**config.mk**
```make
export PLATFORM = sky130hd
export DESIGN_NAME = sifh_acq_scheduler
export DESIGN_NICKNAME = d
export VERILOG_FILES = /design/src/rtl/sifh_acq_scheduler_pkg.sv /design/src/rtl/sifh_acq_scheduler_seq_counter.sv /design/src/rtl/sifh_acq_scheduler.sv
export SDC_FILE = /design/constraint.sdc
export NUM_CORES = 1
export LEC_CHECK = 0
export CELL_PAD_IN_SITES_DETAIL_PLACEMENT = 0
export CELL_PAD_IN_SITES_GLOBAL_PLACEMENT = 2
export CORE_MARGIN = 5
export CORE_UTILIZATION = 33
export DETAILED_ROUTE_END_ITERATION = 10
export PLACE_DENSITY_LB_ADDON = 0.1
export SYNTH_ARGS = -nofsm -noshare
export SYNTH_HDL_FRONTEND = slang
export SYNTH_HIERARCHICAL = 1
export SYNTH_SLANG_ARGS = --single-unit
```
**constraint.sdc**
```tcl
create_clock -name clk -period 3.41 [get_ports clk]
set_input_delay 0.341 -clock clk [delete_from_list [all_inputs] [get_ports clk]]
set_output_delay 0.341 -clock clk [all_outputs]
set_load 0.03 [all_outputs]
```
**src/rtl/sifh_acq_scheduler_pkg.sv**
```systemverilog
// Shared defaults, FSM state encoding and counter-width helper for the SiFH acquisition scheduler.
package sifh_acq_scheduler_pkg;

  localparam int NP_DEF        = 16;
  localparam int DATA_NUM_DEF  = 4;
  localparam int PIXEL_NUM_DEF = 8;
  localparam int ACQ_NUM_DEF   = 33333;

  typedef enum logic [2:0] {
    ST_IDLE   = 3'd0,
    ST_CLEAR  = 3'd1,
    ST_COARSE = 3'd2,
    ST_FLUSH  = 3'd3,
    ST_FINE   = 3'd4,
    ST_DONE   = 3'd5
  } sched_state_e;

  // A limit of 1 still gets a 1-bit counter that simply never leaves 0.
  function automatic int cnt_w(input int limit);
    return (limit <= 1) ? 1 : $clog2(limit);
  endfunction

endpackage

```
**src/rtl/sifh_acq_scheduler_seq_counter.sv**
```systemverilog
// Cascaded data -> pixel -> acquisition counter; advances once per enabled cycle.
module sifh_seq_counter
  import sifh_acq_scheduler_pkg::*;
#(
  parameter int DATA_NUM  = DATA_NUM_DEF,
  parameter int PIXEL_NUM = PIXEL_NUM_DEF,
  parameter int ACQ_NUM   = ACQ_NUM_DEF
) (
  input  logic                          clk_i,
  input  logic                          res_i,
  input  logic                          clr_i,
  input  logic                          en_i,
  output logic [cnt_w(DATA_NUM)-1:0]    data_cnt_o,
  output logic [cnt_w(PIXEL_NUM)-1:0]   pixel_cnt_o,
  output logic [cnt_w(ACQ_NUM)-1:0]     acq_cnt_o,
  output logic                          last_o
);

  localparam int DW = cnt_w(DATA_NUM);
  localparam int PW = cnt_w(PIXEL_NUM);
  localparam int AW = cnt_w(ACQ_NUM);
  localparam logic [DW-1:0] D_MAX = DW'(DATA_NUM - 1);
  localparam logic [PW-1:0] P_MAX = PW'(PIXEL_NUM - 1);
  localparam logic [AW-1:0] A_MAX = AW'(ACQ_NUM - 1);

  logic [DW-1:0] data_q, data_d;
  logic [PW-1:0] pixel_q, pixel_d;
  logic [AW-1:0] acq_q, acq_d;
  logic          d_wrap, p_wrap, a_wrap;

  assign d_wrap = (data_q == D_MAX);
  assign p_wrap = (pixel_q == P_MAX);
  assign a_wrap = (acq_q == A_MAX);

  always_comb begin
    data_d  = data_q;
    pixel_d = pixel_q;
    acq_d   = acq_q;
    if (clr_i) begin
      data_d  = '0;
      pixel_d = '0;
      acq_d   = '0;
    end else if (en_i) begin
      if (d_wrap) begin
        data_d = '0;
        if (p_wrap) begin
          pixel_d = '0;
          acq_d   = a_wrap ? '0 : acq_q + 1'b1;
        end else begin
          pixel_d = pixel_q + 1'b1;
        end
      end else begin
        data_d = data_q + 1'b1;
      end
    end
  end

  always_ff @(posedge clk_i or posedge res_i) begin
    if (res_i) begin
      data_q  <= '0;
      pixel_q <= '0;
      acq_q   <= '0;
    end else begin
      data_q  <= data_d;
      pixel_q <= pixel_d;
      acq_q   <= acq_d;
    end
  end

  assign data_cnt_o  = data_q;
  assign pixel_cnt_o = pixel_q;
  assign acq_cnt_o   = acq_q;
  // Whole-pass wrap: every stage sits at its maximum.
  assign last_o      = d_wrap & p_wrap & a_wrap;

endmodule

```
**src/rtl/sifh_acq_scheduler.sv**
```systemverilog
// Two-pass frame sequencer: admits TDC samples from the pixel-owning lane in strict order
// and drives the histogram builder's write, data and clear strobes.
module sifh_acq_scheduler
  import sifh_acq_scheduler_pkg::*;
#(
  parameter int NP         = NP_DEF,
  parameter int NUM_REQ    = 2,
  parameter int DATA_NUM   = DATA_NUM_DEF,
  parameter int PIXEL_NUM  = PIXEL_NUM_DEF,
  parameter int ACQ_NUM    = ACQ_NUM_DEF,
  parameter int CLR_CYCLES = 4,
  parameter int PEAK_LAT   = 3
) (
  input  logic                          clk,
  input  logic                          res,
  input  logic                          start,
  input  logic [NUM_REQ-1:0]            req_valid,
  input  logic [NUM_REQ*NP-1:0]         req_data,
  output logic [NUM_REQ-1:0]            req_ready,
  output logic                          hb_wr_en,
  output logic [NP-1:0]                 hb_data,
  output logic                          hb_clr,
  output logic                          pass_fine,
  output logic [cnt_w(PIXEL_NUM)-1:0]   pixel_idx,
  output logic                          busy,
  output logic                          frame_done,
  output sched_state_e                  dbg_state
);

  localparam int PW       = cnt_w(PIXEL_NUM);
  // FLUSH spans the last-write cycle plus PEAK_LAT quiet cycles before clear starts.
  localparam int WAIT_MAX = (CLR_CYCLES > PEAK_LAT + 1) ? CLR_CYCLES : PEAK_LAT + 1;
  localparam int WW       = cnt_w(WAIT_MAX);
  localparam logic [WW-1:0] CLR_LAST   = WW'(CLR_CYCLES - 1);
  localparam logic [WW-1:0] FLUSH_LAST = WW'(PEAK_LAT);

  sched_state_e                state_q;
  logic [WW-1:0]               wait_q;
  logic                        hb_wr_en_q, hb_clr_q, pass_fine_q, frame_done_q;
  logic [NP-1:0]               hb_data_q;
  logic [PW-1:0]               pixel_idx_q;

  logic [cnt_w(DATA_NUM)-1:0]  data_cnt;
  logic [PW-1:0]               pixel_cnt;
  logic [cnt_w(ACQ_NUM)-1:0]   acq_cnt;
  logic                        seq_last, in_pass, accept, cnt_clr;
  logic [NUM_REQ-1:0]          ready;
  logic [NP-1:0]               sel_data;
  logic [31:0]                 owner;

  // Handshake: a lane transfers when valid & ready are both high at a rising edge.
  // Ready depends only on registered state, never on valid, and only the lane owning
  // the current pixel is ever ready; other lanes are held off, not dropped.
  assign in_pass = (state_q == ST_COARSE) || (state_q == ST_FINE);
  assign accept  = |(req_valid & ready);
  assign cnt_clr = (state_q == ST_IDLE) && start;

  always_comb begin
    ready    = '0;
    sel_data = '0;
    owner    = 32'(pixel_cnt) % 32'(NUM_REQ);
    for (int i = 0; i < NUM_REQ; i++) begin
      if (owner == 32'(i)) begin
        ready[i] = in_pass;
        sel_data = req_data[i*NP +: NP];
      end
    end
  end

  sifh_seq_counter #(
    .DATA_NUM  (DATA_NUM),
    .PIXEL_NUM (PIXEL_NUM),
    .ACQ_NUM   (ACQ_NUM)
  ) u_seq_counter (
    .clk_i       (clk),
    .res_i       (res),
    .clr_i       (cnt_clr),
    .en_i        (accept),
    .data_cnt_o  (data_cnt),
    .pixel_cnt_o (pixel_cnt),
    .acq_cnt_o   (acq_cnt),
    .last_o      (seq_last)
  );

  always_ff @(posedge clk or posedge res) begin
    if (res) begin
      state_q      <= ST_IDLE;
      wait_q       <= '0;
      hb_wr_en_q   <= 1'b0;
      hb_data_q    <= '0;
      hb_clr_q     <= 1'b0;
      pass_fine_q  <= 1'b0;
      pixel_idx_q  <= '0;
      frame_done_q <= 1'b0;
    end else begin
      hb_wr_en_q   <= accept;
      frame_done_q <= 1'b0;
      pixel_idx_q  <= pixel_cnt;
      if (accept) hb_data_q <= sel_data;
      case (state_q)
        ST_IDLE: begin
          if (start) begin
            state_q     <= ST_CLEAR;
            hb_clr_q    <= 1'b1;
            pass_fine_q <= 1'b0;
            wait_q      <= '0;
          end
        end
        ST_CLEAR: begin
          if (wait_q == CLR_LAST) begin
            wait_q   <= '0;
            hb_clr_q <= 1'b0;
            state_q  <= pass_fine_q ? ST_FINE : ST_COARSE;
          end else begin
            wait_q <= wait_q + 1'b1;
          end
        end
        ST_COARSE: if (accept && seq_last) state_q <= ST_FLUSH;
        ST_FLUSH: begin
          if (wait_q == FLUSH_LAST) begin
            wait_q      <= '0;
            pass_fine_q <= 1'b1;
            hb_clr_q    <= 1'b1;
            state_q     <= ST_CLEAR;
          end else begin
            wait_q <= wait_q + 1'b1;
          end
        end
        ST_FINE: if (accept && seq_last) state_q <= ST_DONE;
        ST_DONE: begin
          frame_done_q <= 1'b1;
          pass_fine_q  <= 1'b0;
          state_q      <= ST_IDLE;
        end
        default: state_q <= ST_IDLE;
      endcase
    end
  end

  assign req_ready  = ready;
  assign hb_wr_en   = hb_wr_en_q;
  assign hb_data    = hb_data_q;
  assign hb_clr     = hb_clr_q;
  assign pass_fine  = pass_fine_q;
  assign pixel_idx  = pixel_idx_q;
  assign busy       = (state_q != ST_IDLE);
  assign frame_done = frame_done_q;
  assign dbg_state  = state_q;

endmodule

```
* Word level (Yosys, flattened, before mapping)
Index checks and enable logic that the tools add are counted.
** Word-level totals
- Flip-flop bits (word level) :: 49
- Bits in latches :: 0
- Bits in writable memories :: 0
- Bits in read-only memories :: 0
- Output and inout bits :: 29
- Logic and storage cells :: 85
- Memories kept :: 0
** Cells by class
- $add $sub $neg :: 4
- Multipliers :: 0
- Div/mod/pow operators :: 0
- $lt $le $gt $ge :: 0
- Equality and inequality tests :: 14
- Shifts and indexed selects :: 0
- Muxes and demuxes :: 33
- Bitwise logic cells :: 3
- Reduce and logical (&&, ||, !) cells :: 20
** Operators with widths (number)
- 16-bit 2-to-1 mux :: 7
- 32-bit logical NOT :: 1
- 3-bit 2-to-1 mux :: 10
- 16-bit by 1-bit adder with 16-bit output, second input constant :: 1
- 16-bit == test, second input constant :: 1
- 3-bit case mux with 5 select lines :: 1
- 2-bit 2-to-1 mux :: 5
- 3-bit == test, second input constant :: 3
- 3-bit nonzero test :: 3
- 2-bit nonzero test :: 4
- 1-bit 2-to-1 mux :: 7
- 3-bit by 2-bit == test with 1-bit output, second input constant :: 2
- 2-bit inequality test, second input constant :: 3
- 1-bit case mux with 3 select lines :: 2
- 3-bit AND reduction :: 2
- 5-bit AND reduction :: 1
- 2-bit by 1-bit adder with 2-bit output, second input constant :: 2
- 2-bit == test, second input constant :: 2
- 2-bit by 1-bit inequality test with 1-bit output, second input constant :: 2
- 2-bit case mux with 2 select lines :: 1
- 2-bit AND reduction :: 2
- 4-bit AND reduction :: 1
- 2-bit OR reduction :: 2
- 3-bit by 1-bit adder with 3-bit output, second input constant :: 1
- other kinds (6) :: 8

* Logic depth before layout (Yosys ltp)
- Word-level depth :: 8
- Mapped depth :: 11
- Depth with buffers taken out :: 8

* By module
The synthesis kept the hierarchy.
** By module, submodules not included
- sifh_acq_scheduler :: times used 1, cells each 107, area an instance 1372.6 sq um
- sifh_seq_counter :: times used 1, cells each 125, area an instance 1182.4 sq um

* Least setup slack after synthesis
Ideal clock, no wire load.
- Path type :: flip-flop to flip-flop
- Start :: register state_q[1], in the netlist dbg_state[1]
- End :: register u_seq_counter.acq_q[5], in the netlist u_seq_counter/acq_cnt_o[5]
- Library setup time :: 0.133 ns
- Arrival :: 2.067 ns
- Path slack :: 1.210 ns
- Cell stages (with the launch flop) :: 10
- Path buffers :: 2
- Path through :: dfrtp_1 -> xnor2_1 -> nor3_4 -> buf_6 -> buf_6 -> a31oi_1 -> nor2_1 -> nand4_1 -> xor2_1 -> nor2_1
** On the way
- Longest elaborated chain between the ends :: 7
** Ends and longest elaborated chain
- start: declaration :: line sifh_acq_scheduler.sv:37 : sched_state_e state_q;
- start signal: assignment :: line sifh_acq_scheduler.sv:113 : state_q <= pass_fine_q ? ST_FINE : ST_COARSE;
- 3-bit by 2-bit == test with 1-bit output or 3-bit == test (tied branches) :: line sifh_acq_scheduler.sv:54 : assign in_pass = (state_q == ST_COARSE) || (state_q == ST_FINE);
- 1-bit logical OR * :: line sifh_acq_scheduler.sv:54
- 1-bit 2-to-1 mux :: line sifh_acq_scheduler.sv:63 : if (owner == 32'(i)) begin
- 2-bit bitwise AND * :: line sifh_acq_scheduler.sv:55 : assign accept = |(req_valid & ready);
- 2-bit OR reduction * :: line sifh_acq_scheduler.sv:55
- via accept :: line sifh_acq_scheduler.sv:46 : logic seq_last, in_pass, accept, cnt_clr;
- 2-bit nonzero test (no line) *
- 3-bit AND reduction (no line) *
- end signal: assignment :: line sifh_acq_scheduler_seq_counter.sv:66 : acq_q <= acq_d;
- end: declaration :: line sifh_acq_scheduler_seq_counter.sv:28 : logic [AW-1:0] acq_q, acq_d;
Mark *: on every way through the listed nets, which the timed path passes. The rest lies on a longest branch.
A chain may end at the register's enable or synchronous reset.

* Final worst setup path
- Start :: register u_seq_counter.pixel_q[0], in the netlist u_seq_counter/pixel_cnt_o[0]
- End :: output req_ready[1]
** On the way
- Longest elaborated chain between the ends :: 1
** Ends and longest elaborated chain
- start: declaration :: line sifh_acq_scheduler_seq_counter.sv:27 : logic [PW-1:0] pixel_q, pixel_d;
- start signal: assignment :: line sifh_acq_scheduler_seq_counter.sv:65 : pixel_q <= pixel_d;
- 1-bit 2-to-1 mux :: line sifh_acq_scheduler.sv:63
- end: declaration :: line sifh_acq_scheduler.sv:19 : output logic [NUM_REQ-1:0] req_ready,
Every way passes these cells.

==> reports/metrics.sh <==
CP_DATA_ARRIVAL_TIME_PS=2150
CLK_PIN_SLEW_WORST_PATHS_PS=90
SETUP_TOTAL_NEGATIVE_SLACK_PS=0
P_SEQ_FRAC=0.368
DRIVE_ABOVE_1_SHARE=0.1684
SYNTH_TOP_CELLS_BY_AREA='dfrtp_1 (48%), mux2_2 (15%), ha_1 (2.9%)'
CLOCK_SINKS=49
FINISH.INSTANCE_AREA_MM2=0.003405
FIRSTDRTPASSITERS=4
MULTI_INPUT_COMB_AREA_MM2=0.001210
DP.FINAL_HPWL_UM=4088
FILLERINSTANCES=745
NETS_FINISH=339
POST-CTS-SETUP-BUFFER-COUNT=0
RUN_STATUS='finished clean'
REPLACE_CONGESTION=0.7174
SLEW_HEADROOM=0.2647
GRT.OVERFLOW.TOTAL=0
SYNTHDISTINCTLIBCELLS=43
DRT_DRC_VIOLATIONS_LEFT=0
TIMING_WORST_SETUP_PATH_TYPE='reg2out'
START_UTIL=0.3341
TIGHTESTPINTRANSITION_PS=1102
SYNTH_SEQ_AREA_SHARE=0.4799
POST_SYNTH_MOST_FREQUENT_CELLS='dfrtp_1 (49), mux2_2 (33), nor2_1 (20), nand2_1 (15)'
DIE_H_UM=97.99
CELL_INTERNAL_PWR_W=0.001528
MAX_CAP_VIOLATIONS=0
CLK-INSERTION-DELAY-LATE_PS=300
SETUP_REPAIR_AFTER_GLOBAL_ROUTING_MISSED_ITS_MARGIN='no'
WIRE_LENGTH_OF_THE_FIRST_GLOBAL_ROUTING_PASS_UM=9584
MIN-DELAY-PATH-CLASS='reg2reg'
FMAX_ACHIEVED_MHz=402.0
SETUP_SLACK_PS=922.4
GRT_PASS1_VIAS=1894
YOSYS_REGISTER_BITS=49
YOSYS.AREA.TOP_TYPE='dfrtp_1'
CTS_BUFFERS=5
GRT_USAGE=0.1208
SYNTHDOMINANTCELLAREASHARE=0.4799
HTREEDEPTH=2
CRITICAL_PATH.ENDPOINT_TYPE='primary output'
SWITCHING_SHARE=0.3672
HOLD_WS_PS=411.1
SYNTH.YOSYS.WARNINGS=6
FIN_CRIT_SH=0.7295
CTS.REPAIR.RESIZED=0
SYNTH_ENABLE_FLOP_CELLS=0
COREAREA_MM2=0.007647
STARTPOINT_TYPE='flop'
AREA_DELTA_SYNTH_FINAL_PCT=33.25
CRIT_PATH_MAX_FANOUT=12
PERIOD_MINUS_SLACK_PS=2488
CELLPOWERDENSITY_mW_PER_MM2=709.3
PIN_COUNT_OF_THE_BIGGEST_NET_ENTERING_GLOBAL_ROUTING=29
SYNTHESIZED_NETLIST_NET_COUNT=275
NUMBER_OF_BUFFER_CELLS_ADDED_ON_PRIMARY_PORTS=65
DRTANTENNAVIOLNETS=0
CTS_ROOT_BUFFER='clkbuf_8'
SYN_AVG_CELL_AREA_UM2=11.01
YOSYS.CELL_COUNT.TOP_TYPE='dfrtp_1'
DPL-INSTANCE-AREA_MM2=0.003271
COMB_POWER_SHARE=0.432
DIE_WIDTH_UM=97.99
NETLIST_INSTANCES=232
ASYNC_RESET_FF_FRAC=1.000
POST_CTS_HOLD_BUFFER_COUNT=0
CLOCK_TREE_FROM_TRITONCTS='done'
ANTENNA_DIODE_INSTANCE_COUNT=0
P_LEAK_nW=1.427
DRT_ITER0_DRC=91
FLOORPLAN.DIE_AREA_MM2=0.009602
AVGVIACOUNTPERCELL=4.799
SYNTH.CELL_AREA_MM2=0.002555
SWITCHING_POWER_W=0.0008868
IO_PINS=66
HOLD_VIOL=0
ROWS=32
DETAILEDPLACE.WORSTSLACK_PS=889.8
ROUTE.VIAS.TOTAL=1915
IR_DROP_uV=200.8
ANTENNA_VIOLATIONS_BEFORE_REPAIR=0
SEQCELLAREA_MM2=0.001226
WORST_CLOCK_SKEW_PS=7.248
ROUTE.FINAL.WIRE_LENGTH_UM=5652
SLEW_VIOLATIONS=0
WL_PER_CELL_UM=14.17
SYNTHFLOPTYPE='dfrtp_1'
CRITPATHREQUIREDTIME_PS=3070
P_CLK_FRAC=0.201
FINALSETUPVIOLCOUNT=0
CLOCKBUFFERDEPTH=2
==> critical path: stages (launching register included) <==
cell and delay (ps):
dfrtp_1 650, buf_4 300, nor3b_1 200, clkdlybuf4s50_1 700
==> through the flow <==
| stage | cells | utilization | total power, W |
|---|---|---|---|
| after floorplan | 232 | - | 0.001555 |
| after global placement | 391 | 0.4277 | 0.001949 |
| after detailed placement | 391 | 0.4277 | 0.001961 |
| after CTS | 399 | 0.4452 | 0.002459 |
| after global routing | 399 | 0.4452 | 0.002560 |
| final | 399 | 0.4452 | 0.002415 |
==> per-layer routing <==
metal	GRT usage	up-vias	routed length (um)
li1	-	948	-
met1	0.1665	911	2661
met2	0.1832	51	2535
met3	0.03929	5	404
met4	0.03195	0	51
met5	0	-	0
==> final timing paths <==
kind | from | endpoint | slack (ps) | depth (start not counted)
max in group asynchronous | res | hb_data[8]$_DFFE_PP0N_ | 2100 | 2
setup / recovery | u_seq_counter/pixel_cnt_o[0]$_DFFE_PP0P_ | req_ready[1] | 920 | 3
hold reg to reg | u_seq_counter/pixel_cnt_o[1]$_DFFE_PP0P_ | pixel_idx[1]$_DFF_PP0_ | 410 | 0
setup reg to reg | u_seq_counter/pixel_cnt_o[0]$_DFFE_PP0P_ | u_seq_counter/acq_cnt_o[7]$_DFFE_PP0P_ | 990 | 7
min in group asynchronous | res | u_seq_counter/acq_cnt_o[6]$_DFFE_PP0P_ | 540 | 2
hold / removal | u_seq_counter/pixel_cnt_o[1]$_DFFE_PP0P_ | pixel_idx[1]$_DFF_PP0_ | 410 | 0
==> power groups by stage <==
| stage | logic (W) | registers, W | clock network, W |
|---|---|---|---|
| 3_5_place_dp | 0.00106 | 0.000903 | 0 |
| 2_1_floorplan | 0.000452 | 0.00110 | 0 |
| 5_1_grt | 0.00112 | 0.000918 | 0.000525 |
| 3_3_place_gp | 0.00105 | 0.000898 | 0 |
| 6_report | 0.00104 | 0.000888 | 0.000485 |
| 4_1_cts | 0.00106 | 0.000891 | 0.000507 |
==> flip-flops by register name (all words and copies together), names as in the netlist <==
name	flops
hb_wr_en	1
dbg_state	3
pixel_idx	3
u_seq_counter/data_cnt_o	2
u_seq_counter/acq_cnt_o	16
pass_fine	1
hb_clr	1
u_seq_counter/pixel_cnt_o	3
hb_data	16
wait_q	2
frame_done	1
==> cells in the final DEF, fill, tap and decap left out, types with 2 or more instances in the layout <==
| cell type | n |
|---|---|
| xnor2_1 | 2 |
| nand4_1 | 4 |
| and3_2 | 2 |
| nor4_1 | 2 |
| nor2_1 | 20 |
| a31oi_1 | 4 |
| buf_4 | 2 |
| mux2i_1 | 5 |
| a21oi_1 | 8 |
| o21bai_1 | 2 |
| nor3_1 | 2 |
| xor2_1 | 7 |
| and3_1 | 4 |
| dfrtp_1 | 49 |
| mux2_2 | 33 |
| nor2b_1 | 3 |
| ha_1 | 6 |
| bufinv_16 | 2 |
| nand2_1 | 15 |
| a22o_1 | 4 |
| nand2b_1 | 4 |
| clkbuf_8 | 5 |
| o21ai_0 | 5 |
| nand3_1 | 11 |
| clkdlybuf4s50_1 | 65 |
| inv_1 | 11 |
| nand4b_1 | 2 |
==> kinds of logic (layout without fill, tap and decap cells) <==
logic type | count (synthesis) | count (layout) | share of synthesized area
AOI/OAI and AO/OA | 30 | 30 | 0.07640
buffers and inverters | 21 | 86 | 0.04652
DFF | 49 | 49 | 0.4799
xor gates and xnor gates | 9 | 9 | 0.03085
muxes | 38 | 38 | 0.1650
adders and majority gates | 6 | 6 | 0.02938
and+or+nand+nor | 79 | 79 | 0.1719
==> area by class of cell <==
type,instances,area share
clock inverter,3,0.01911
tap,102,0.03749
inverter,11,0.01213
multi-input combinational,162,0.3554
sequential,49,0.3602
timing repair buffer,67,0.1955
clock buffer,5,0.02021
Power figures use the tool's default switching activity.
